$ cat config.mk
export PLATFORM = sky130hd
export DESIGN_NAME = ibex_prefetch_buffer_mq
export DESIGN_NICKNAME = d
export VERILOG_FILES = /design/src/rtl/ibex_prefetch_buffer_mq.sv
export SDC_FILE = /design/constraint.sdc
export NUM_CORES = 1
export LEC_CHECK = 0
export ABC_AREA = 1
export ABC_CLOCK_PERIOD_IN_PS = 5700
export CAP_MARGIN = 20
export CORE_MARGIN = 4
export CORE_UTILIZATION = 35
export CTS_CLUSTER_SIZE = 20
export DETAILED_ROUTE_END_ITERATION = 7
export REMOVE_ABC_BUFFERS = 1
export SYNTH_ARGS = -nofsm -noshare
export SYNTH_HDL_FRONTEND = slang
export SYNTH_SLANG_ARGS = --single-unit
$ cat constraint.sdc
create_clock -name clk_i -period 5.7 [get_ports clk_i]
set_clock_uncertainty 0.2 [all_clocks]
set_input_delay 0.57 -clock clk_i [delete_from_list [all_inputs] [get_ports clk_i]]
set_output_delay 0.57 -clock clk_i [all_outputs]
set_load 0.005 [all_outputs]
$ cat src/rtl/ibex_prefetch_buffer_mq.sv
// ibex_prefetch_buffer_mq
//   Instruction prefetcher with up to NUM_REQS outstanding bus requests and a
//   FIFO_DEPTH-word first-word-fall-through output FIFO. Produces word-aligned
//   32-bit fetch words with their address and error flag; compressed
//   realignment is left to the IF stage.
//
// Parameters
//   NUM_REQS   : max granted-but-not-returned bus requests (1..8)
//   FIFO_DEPTH : output FIFO entries in words (NUM_REQS..16)
//
// Optional feature
//   IBEX_PREFETCH_STALL_ON_ERR_EN : once an erroneous word is pushed, stop
//   issuing new requests until the next branch_i.
//
// Ports
//   clk_i, rst_i                    : clock, synchronous active-high reset
//   req_i, branch_i, addr_i         : IF-stage fetch enable / redirect / target
//   ready_i, valid_o, rdata_o,
//   addr_o, err_o                   : output word handshake
//   instr_req_o, instr_gnt_i,
//   instr_addr_o, instr_rdata_i,
//   instr_err_i, instr_pmp_err_i,
//   instr_rvalid_i                  : instruction bus
//   busy_o                          : request active or responses pending
module ibex_prefetch_buffer_mq #(
  parameter int unsigned NUM_REQS   = 2,
  parameter int unsigned FIFO_DEPTH = 3
) (
  input  logic        clk_i,
  input  logic        rst_i,
  input  logic        req_i,
  input  logic        branch_i,
  input  logic [31:0] addr_i,
  input  logic        ready_i,
  output logic        valid_o,
  output logic [31:0] rdata_o,
  output logic [31:0] addr_o,
  output logic        err_o,
  output logic        instr_req_o,
  input  logic        instr_gnt_i,
  output logic [31:0] instr_addr_o,
  input  logic [31:0] instr_rdata_i,
  input  logic        instr_err_i,
  input  logic        instr_pmp_err_i,
  input  logic        instr_rvalid_i,
  output logic        busy_o
);

  localparam int unsigned CW = $clog2(NUM_REQS + 1);
  localparam int unsigned FW = $clog2(FIFO_DEPTH + 1);
  localparam int unsigned PW = (NUM_REQS > 1) ? $clog2(NUM_REQS) : 1;
  localparam int unsigned AW = (FIFO_DEPTH > 1) ? $clog2(FIFO_DEPTH) : 1;
  localparam int unsigned SW = 6;

  // Request tracking
  logic [CW-1:0]       out_cnt_q, out_cnt_d;
  logic [CW-1:0]       disc_cnt_q, disc_cnt_d;
  logic                hold_q;
  logic                hold_disc_q, hold_disc_d;
  logic [31:0]         hold_addr_q;
  logic [31:0]         fetch_addr_q;
  logic [31:0]         push_addr_q;

  // Per-slot PMP error flags, in grant order
  logic [NUM_REQS-1:0] pmp_flag_q;
  logic [PW-1:0]       pmp_wr_q, pmp_rd_q;

  // Output FIFO, entry 0 is the head
  logic [FW-1:0]       fifo_cnt_q;
  logic [31:0]         fifo_rdata_q [FIFO_DEPTH];
  logic [31:0]         fifo_addr_q  [FIFO_DEPTH];
  logic                fifo_err_q   [FIFO_DEPTH];

  logic [31:0]         branch_addr;
  logic [SW-1:0]       occupancy;
  logic                space_ok, cnt_ok, stall_block;
  logic                issue, gnt, rvalid, ret_err, drop, push, pop;
  logic [AW-1:0]       wr_idx;
  logic                unused_addr_lsb;

  function automatic logic [PW-1:0] ptr_inc(input logic [PW-1:0] p);
    return (p == PW'(NUM_REQS - 1)) ? '0 : p + 1'b1;
  endfunction

  assign branch_addr     = {addr_i[31:2], 2'b00};
  assign unused_addr_lsb = ^addr_i[1:0];

  // Words already owed to the FIFO. A branch discards everything in flight
  // and clears the FIFO, so only a still-held request remains counted.
  assign occupancy = branch_i ? SW'(hold_q)
                              : SW'(fifo_cnt_q) + SW'(out_cnt_q) - SW'(disc_cnt_q) + SW'(hold_q);
  assign space_ok  = occupancy < SW'(FIFO_DEPTH);
  assign cnt_ok    = out_cnt_q < CW'(NUM_REQS);

`ifdef IBEX_PREFETCH_STALL_ON_ERR_EN
  logic err_stall_q;

  always_ff @(posedge clk_i) begin
    if (rst_i) begin
      err_stall_q <= 1'b0;
    end else if (branch_i) begin
      err_stall_q <= 1'b0;
    end else if (push && ret_err) begin
      err_stall_q <= 1'b1;
    end
  end

  assign stall_block = err_stall_q & ~branch_i;
`else
  assign stall_block = 1'b0;
`endif

  assign issue        = req_i & ~hold_q & cnt_ok & space_ok & ~stall_block;
  assign instr_req_o  = hold_q | issue;
  assign instr_addr_o = hold_q ? hold_addr_q : (branch_i ? branch_addr : fetch_addr_q);

  // PMP errors are accepted in the address phase and never see a bus rvalid
  assign gnt     = instr_req_o & (instr_gnt_i | instr_pmp_err_i);
  assign rvalid  = (out_cnt_q != '0) & (instr_rvalid_i | pmp_flag_q[pmp_rd_q]);
  assign ret_err = instr_err_i | pmp_flag_q[pmp_rd_q];
  assign drop    = rvalid & (disc_cnt_q != '0);
  assign push    = rvalid & ~drop & ~branch_i;
  assign pop     = valid_o & ready_i;
  assign wr_idx  = AW'(fifo_cnt_q - FW'(pop));

  assign valid_o = fifo_cnt_q != '0;
  assign rdata_o = fifo_rdata_q[0];
  assign addr_o  = fifo_addr_q[0];
  assign err_o   = fifo_err_q[0];
  assign busy_o  = instr_req_o | (out_cnt_q != '0);

  // On a branch the held request (if granted now) joins the discard set; a
  // newly issued post-branch request can only be granted when nothing is held.
  // A held request that survives the branch is remembered via hold_disc and
  // added to the discard set when its grant finally arrives.
  always_comb begin
    out_cnt_d   = out_cnt_q + CW'(gnt) - CW'(rvalid);
    disc_cnt_d  = disc_cnt_q;
    hold_disc_d = hold_disc_q;
    if (branch_i) begin
      disc_cnt_d  = out_cnt_q - CW'(rvalid) + CW'(gnt & hold_q);
      hold_disc_d = hold_q & ~gnt;
    end else begin
      disc_cnt_d = disc_cnt_q - CW'(drop) + CW'(gnt & hold_q & hold_disc_q);
      if (gnt) begin
        hold_disc_d = 1'b0;
      end
    end
  end

  always_ff @(posedge clk_i) begin
    if (rst_i) begin
      out_cnt_q    <= '0;
      disc_cnt_q   <= '0;
      hold_q       <= 1'b0;
      hold_disc_q  <= 1'b0;
      hold_addr_q  <= '0;
      fetch_addr_q <= '0;
      push_addr_q  <= '0;
      fifo_cnt_q   <= '0;
    end else begin
      out_cnt_q   <= out_cnt_d;
      disc_cnt_q  <= disc_cnt_d;
      hold_disc_q <= hold_disc_d;

      if (instr_req_o && !gnt) begin
        hold_q      <= 1'b1;
        hold_addr_q <= instr_addr_o;
      end else if (gnt) begin
        hold_q <= 1'b0;
      end

      if (branch_i) begin
        fetch_addr_q <= issue ? branch_addr + 32'd4 : branch_addr;
      end else if (issue) begin
        fetch_addr_q <= fetch_addr_q + 32'd4;
      end

      if (branch_i) begin
        push_addr_q <= branch_addr;
        fifo_cnt_q  <= '0;
      end else begin
        if (push) begin
          push_addr_q <= push_addr_q + 32'd4;
        end
        fifo_cnt_q <= fifo_cnt_q + FW'(push) - FW'(pop);
      end
    end
  end

  always_ff @(posedge clk_i) begin
    if (rst_i) begin
      pmp_flag_q <= '0;
      pmp_wr_q   <= '0;
      pmp_rd_q   <= '0;
    end else begin
      if (rvalid) begin
        pmp_flag_q[pmp_rd_q] <= 1'b0;
        pmp_rd_q             <= ptr_inc(pmp_rd_q);
      end
      if (gnt) begin
        pmp_flag_q[pmp_wr_q] <= instr_pmp_err_i;
        pmp_wr_q             <= ptr_inc(pmp_wr_q);
      end
    end
  end

  // Shift-down FIFO storage; the push slot accounts for a same-cycle pop
  always_ff @(posedge clk_i) begin
    if (pop) begin
      for (int unsigned i = 0; i + 1 < FIFO_DEPTH; i++) begin
        fifo_rdata_q[i] <= fifo_rdata_q[i+1];
        fifo_addr_q[i]  <= fifo_addr_q[i+1];
        fifo_err_q[i]   <= fifo_err_q[i+1];
      end
    end
    if (push) begin
      fifo_rdata_q[wr_idx] <= instr_rdata_i;
      fifo_addr_q[wr_idx]  <= push_addr_q;
      fifo_err_q[wr_idx]   <= ret_err;
    end
  end

  push_never_full : assert property (@(posedge clk_i) disable iff (rst_i)
    !(push && (fifo_cnt_q == FW'(FIFO_DEPTH))));

endmodule
==> out/summary.txt, run 1 <==
CTS Buffer Depth - 3
CTS buffer count - 35
Cell taking the most area after synthesis - edfxtp_1
Main synth FF type - edfxtp_1
Die Y - 216 um
Vias in the first global route - 12.3k
Sequential share of power - 41.9%
Placement Setup Slack - 1380 ps
Critical path required time - 4930 ps
Synth Area per Inst - 7.94 um2
Pin count of the biggest net entering global routing - 111
Cells after DPL - 2579
Final period util - 83.8%
Layout cells sized above 1 - 4.46%
Hold/Removal Path Class - reg2reg
Worst-Margin Slew - 1030 ps
Pre-antenna DRT Iters - 5
P_leak - 7.38 nW
Crit-path cells - inv_2 -> fa_1 -> fa_1 -> inv_1 -> ha_1 -> nand2_1 -> inv_1 -> nor2_1 -> nand2_1 -> nor2_2 -> nand2_2 -> nand2_4 -> inv_4 -> nand2_4 -> clkdlybuf4s50_1
Seq/Total Area, Yosys - 51.4%
Final hold violation count - 0
Distinct cells, synth - 45
Pins Over Slew Limit - 0
Final WL - 43100 um
Worst vdd ir - 0.000182 V
Routed vias/inst - 4.92
IO buf count - 168
DIE AREA - 0.0465 mm2
CP delay by family, top - adder cells
Max H-tree Level - 2
Worst path bufs/invs - 5
Fin cells - 2642
ANT nets after route - 0
Wire per inst - 16.3 um
Slew margin rel. - 31.6%
Clk_lat worst skew - 520 ps
GRT Total Usage - 18.0%
Post-CTS sizing - 0
Initial antenna violation count - 0
Setup-failing EPs final - 0
Starting Density - 35.7%
Count leader, synth - nand2_1
DRC viols - 0
CTS root buf - clkbuf_16
Crit path launch type - register
Post-synth top area share - 37.6%
NetSw - 2.08 mW
Final hold slack - 228 ps
Setup TNS - 0 ps
FP Rows - 75
Critical Path End Type - output pin
IO Pins - 173
Die X - 216 um
Post-synth EDFFs - 189
Final setup margin - 921 ps
YS warnings - 0
Crit path largest cell delay - 590 ps
Cell Area, Placed - 0.0172 mm2
TritonCTS clock tree - yes
Via count - 13.0k
DP HPWL - 30100 um
Synth top cells by count - nand2_1 (540), nor2_1 (250), inv_1 (193), o21ai_0 (191), edfxtp_1 (189)
TritonCTS sink count - 293
Reg clk slew, reported paths - 60 ps
Post-CTS Hold Buffers - 0
Status - finished, final reports clean
Maxcap violations - 0
#FFs+latches synth - 293
Final Cell Area - 0.0183 mm2
Crit path kind - reg2out
RSZ-0062 raised after global routing - no
PwrDens - 357 mW/mm2
Slowest cell on crit path - fa_1
P_int - 4.47 mW
Routability cong. - 0.934
Flop2flop setup slack - 1380 ps
Antenna Cells - 0
First-pass GRT wire length - 67900 um
Clock power frac - 32.9%
Area contributors post-synth - edfxtp_1 (38%), dfxtp_1 (14%), nand2_1 (13%)
Post-CTS setup buffer count - 0
Post-route total power - 6.54 mW
Asr flop ratio synth - 0%
GRT overflow - 0
Util after Layout - 43.3%
Synthesized area - 0.0151 mm2
Comb power frac - 25.1%
Nets - 2131
Drt initial violations - 947
Switch share - 31.7%
Critical path data arrival time - 4010 ps
Fin crit period - 4780 ps
Crit-path max FO - 33
Layout area overhead - 21.3%
Synth Instances - 1902
Max Fclk - 209 MHz
Core Area - 0.0423 mm2
## state kept, by name (all words and copies together), names as in the netlist, 2 cells and up
register and cells:
fifo_rdata_q 96, fifo_addr_q 90, hold_addr_q 32, fetch_addr_q 30, push_addr_q 30, fifo_err_q 3, disc_cnt_q 2, fifo_cnt_q 2
out_cnt_q 2, pmp_flag_q 2
## logic make-up (layout without fill, tap and decap cells)
logic type	after synthesis	in the layout	share of synthesized area [%]
simple gates	943	943	25.6
compound gates	326	326	11.3
mux	1	1	0.0663
xor+xnor	39	39	2.26
fa+ha+maj	19	19	1.67
other cells	1	2	0.0248
buf+inv	280	442	7.69
flops	293	293	51.4
## cells in the final DEF, fill, tap and decap left out, types with 4 or more instances in the layout
| cell | netlist | routed |
|---|---|---|
| xnor2_1 | 6 | 6 |
| nand3b_1 | 11 | 11 |
| clkdlybuf4s50_1 | 0 | 167 |
| nor2_1 | 250 | 250 |
| a21oi_1 | 58 | 58 |
| o21ai_0 | 191 | 191 |
| nand3_1 | 81 | 81 |
| clkbuf_16 | 0 | 36 |
| clkbuf_1 | 35 | 8 |
| xor2_1 | 33 | 33 |
| nor3_1 | 22 | 21 |
| dfxtp_1 | 104 | 104 |
| nand2_2 | 5 | 6 |
| nand2_4 | 3 | 4 |
| o21ai_2 | 4 | 4 |
| o21ai_1 | 32 | 32 |
| buf_4 | 8 | 10 |
| nand4_1 | 16 | 16 |
| inv_1 | 193 | 193 |
| clkinv_2 | 0 | 7 |
| clkinv_1 | 1 | 6 |
| inv_2 | 5 | 5 |
| ha_1 | 17 | 17 |
| edfxtp_1 | 189 | 189 |
| nand2_1 | 540 | 538 |
| a31oi_1 | 36 | 36 |
## routing by layer
layer	GRT usage (%)	up-vias	part of all wire [%]
met1	24.8	5968	45
li1	-	6504	-
met2	29.4	444	46
met3	2.90	70	7.1
met4	5.39	0	2.7
met5	0	-	0
## power by group through the flow
stage                     clock network [mW]  registers [mW]  logic, mW
after CTS                               2.21            2.74       1.67
after detailed placement                   0            2.79       1.66
after global routing                    2.30            2.77       1.86
after global placement                     0            2.78       1.63
after floorplan                            0            2.74      0.940
final                                   2.15            2.74       1.65
## worst paths after layout
check / from / end / depth (start not counted)
setup reg to reg: out_cnt_q[1]$_SDFF_PP0_ / out_cnt_q[1]$_SDFF_PP0_ / 21
hold / removal: push_addr_q[31]$_SDFFE_PP0P_ / fifo_addr_q[2][31]$_DFFE_PP_ / 0
hold reg to reg: push_addr_q[31]$_SDFFE_PP0P_ / fifo_addr_q[2][31]$_DFFE_PP_ / 0
setup / recovery: out_cnt_q[1]$_SDFF_PP0_ / instr_req_o / 15
## area by class of cell
| type | count | area [um2] |
|---|---|---|
| Clock inverter | 17 | 146 |
| Tap cell | 577 | 722 |
| Inverter | 200 | 753 |
| Multi-Input combinational cell | 1330 | 6200 |
| Clock buffer | 46 | 958 |
| Timing Repair Buffer | 179 | 1770 |
| Sequential cell | 293 | 7760 |
| Fill cell | 4241 | 24000 |
No activity file was read; power rests on OpenSTA's default activity.
==> run 2: changes to the inputs <==
--- a/config.mk
+++ b/config.mk
@@ -6,7 +6,7 @@
 export NUM_CORES = 1
 export LEC_CHECK = 0
 export ABC_AREA = 1
-export ABC_CLOCK_PERIOD_IN_PS = 5700
+export ABC_CLOCK_PERIOD_IN_PS = 4800
 export CAP_MARGIN = 20
 export CORE_MARGIN = 4
 export CORE_UTILIZATION = 35
==> constraint.sdc (replaced) <==
create_clock -name clk_i -period 4.8 [get_ports clk_i]
set_clock_uncertainty 0.2 [all_clocks]
set_input_delay 0.48 -clock clk_i [delete_from_list [all_inputs] [get_ports clk_i]]
set_output_delay 0.48 -clock clk_i [all_outputs]
set_load 0.005 [all_outputs]
==> out/summary.txt, run 2 (synthesis gave the netlist of run 1 again) <==
Critical path data arrival time - 3670 ps (-340 ps)
Nets - 2139 (+0.38%)
Util after Layout - 43.6% (+0.30 points)
Pin count of the biggest net entering global routing - 103 (-7.2%)
Layout cells sized above 1 - 4.63% (+0.17 points)
Routed vias/inst - 4.89 (-0.45%)
Footprint of the multi-input gates - 0.00620 mm2 (unchanged)
Post-route total power - 7.96 mW (+22%)
DP HPWL - 30100 um (-0.17%)
Critical Path End Type - output pin
Max H-tree Level - 2 (unchanged)
Crit-path max FO - 10 (-70%)
Post-CTS sizing - 0 (unchanged)
DIE AREA - 0.0465 mm2 (unchanged)
Post-CTS setup buffer count - 0 (unchanged)
Post-CTS Hold Buffers - 0 (unchanged)
Pins Over Slew Limit - 0 (unchanged)
IO Pins - 173 (unchanged)
Die X - 216 um (unchanged)
Worst-Margin Slew - 1010 ps (-21.3 ps)
CTS root buf - clkbuf_16
Fin crit period - 4350 ps
Critical path required time - 4120 ps (-810 ps)
Crit path kind - reg2out
Sequential Area - 0.00776 mm2 (unchanged)
Vias in the first global route - 12.2k (-0.99%)
Clock power frac - 34.1% (+1.2 points)
Largest Register - fifo_rdata_q
Most common cell after layout, fill and taps aside - nand2_1
Largest regs - fifo_rdata_q x96, fifo_addr_q x90, hold_addr_q x32
CTS Buffer Depth - 3 (unchanged)
TritonCTS clock tree - yes
CTS buffer count - 35 (unchanged)
Cells after DPL - 2587 (+0.31%)
Sequential share of power - 41.0% (-0.9 points)
PwrDens - 432 mW/mm2 (+21%)
Hold/Removal Path Class - reg2reg
Clk_lat worst skew - 540 ps (+20 ps)
Switch share - 31.6% (-0.18 points)
Fillers - 4259 (+0.42%)
ANT nets after route - 0 (unchanged)
GRT overflow - 0 (unchanged)
Setup-failing EPs final - 0 (unchanged)
Pre-antenna DRT Iters - 5 (unchanged)
Final period util - 90.6%
FP Rows - 75 (unchanged)
Drt initial violations - 947 (unchanged)
Final WL - 43100 um (about the same)
Commonest non-fill, non-tap cells in the layout - nand2_1 (538), nor2_1 (250), inv_1 (193), o21ai_0 (191), edfxtp_1 (189)
Max reg flops - 96 (unchanged)
RSZ-0062 raised after global routing - no
Crit path launch type - register
NetSw - 2.51 mW (+21%)
Slowest cell on crit path - fa_1
Maxcap violations - 0 (unchanged)
GRT Total Usage - 18.0% (-0.075 points)
Comb power frac - 25.0% (about the same)
Die Y - 216 um (unchanged)
Worst vdd ir - 0.000203 V (+11%)
Fin cells - 2651 (+0.34%)
First-pass GRT wire length - 67600 um (-0.42%)
Layout area overhead - 22.1%
Routability cong. - 0.938 (+0.45%)
DRC viols - 0 (unchanged)
Core Area - 0.0423 mm2 (unchanged)
TritonCTS sink count - 293 (unchanged)
IO buf count - 168 (unchanged)
Final hold violation count - 0 (unchanged)
Antenna Cells - 0 (unchanged)
Status - finished, final reports clean
Starting Density - 35.7% (unchanged)
Crit-path cells - inv_2 -> fa_1 -> fa_1 -> inv_1 -> ha_1 -> nand2_1 -> inv_1 -> nor2_1 -> nand2_1 -> nor2_2 -> nand2_2 -> nand2_4 -> inv_4 -> nand2_4 -> clkdlybuf4s50_1
P_leak - 7.44 nW (+0.82%)
Reg clk slew, reported paths - 50 ps (about the same)
Crit path largest cell delay - 580 ps (about the same)
Max Fclk - 230 MHz
Initial antenna violation count - 0 (unchanged)
Slew margin rel. - 33.0% (+1.4 points)
P_int - 5.45 mW (+22%)
Wire per inst - 16.2 um (-0.43%)
Via count - 13.0k (-0.11%)
==> run 2: cell count changes in the layout (fill, tap and decap cells not counted), moves of 2 or more <==
cell	before	now
inv_16	0	2
clkbuf_1	8	12
bufinv_16	2	5
clkbuf_8	2	0
buf_4	10	17
clkinv_2	7	3
==> run 2: layout make-up <==
| cell class | instances | area share, % |
|---|---|---|
| flip-flops and latches | 293 | 42.1 |
| multi-input cells | 1330 | 33.6 |
| repair buffers | 187 | 10.0 |
| clock buffers | 47 | 4.99 |
| inverters | 200 | 4.09 |
| well taps | 577 | 3.92 |
| clock inverters | 17 | 1.28 |
==> run 2: path summary, 6_finish.rpt <==
path	startpoint	cells after the start	to	slack, ps
worst max-delay path	out_cnt_q[1]$_SDFF_PP0_	15	instr_req_o	450
worst min-delay path	push_addr_q[31]$_SDFFE_PP0P_	0	fifo_addr_q[2][31]$_DFFE_PP_	230
worst max register to register	out_cnt_q[1]$_SDFF_PP0_	21	out_cnt_q[1]$_SDFF_PP0_	820
worst min register to register	push_addr_q[31]$_SDFFE_PP0P_	0	fifo_addr_q[2][31]$_DFFE_PP_	230
==> run 2: per-stage QoR <==
step           hold slack (ps)  TNS [ps]  cell area [um2]  setup WS, ps
5_1_grt                    240         0            18400           193
3_5_place_dp               218         0            17300           865
6_report                   235         0            18400           451
2_1_floorplan              208   -177570            14700         -1850
3_3_place_gp               217         0            17300           806
4_1_cts                    230         0            18400           419
==> run 2: power groups by stage <==
| stage | Sequential [mW] | Clock [mW] | Combinational, mW |
|---|---|---|---|
| 3_3_place_gp | 3.30 | 0 | 1.98 |
| 6_report | 3.26 | 2.71 | 1.99 |
| 3_5_place_dp | 3.31 | 0 | 1.99 |
| 5_1_grt | 3.29 | 2.89 | 2.25 |
| 4_1_cts | 3.25 | 2.78 | 2.01 |
| 2_1_floorplan | 3.26 | 0 | 1.12 |
==> run 2: per-layer routing <==
| layer | up-vias | track usage [%] | wire length (um) |
|---|---|---|---|
| met4 | 0 | 4.85 | 1000 |
| li1 | 6528 | - | - |
| met2 | 415 | 29.2 | 19600 |
| met5 | - | 0 | 0 |
| met3 | 70 | 2.81 | 2730 |
| met1 | 5959 | 25.0 | 19700 |
==> run 2: worst max-delay path: cells and delay by family (launching register included) <==
kind | cells | cell delay, ps
buffers and inverters | 5 | 780
AND/OR/NAND/NOR | 7 | 550
flip-flops | 1 | 420
adder cells (fa/ha/maj) | 3 | 1390
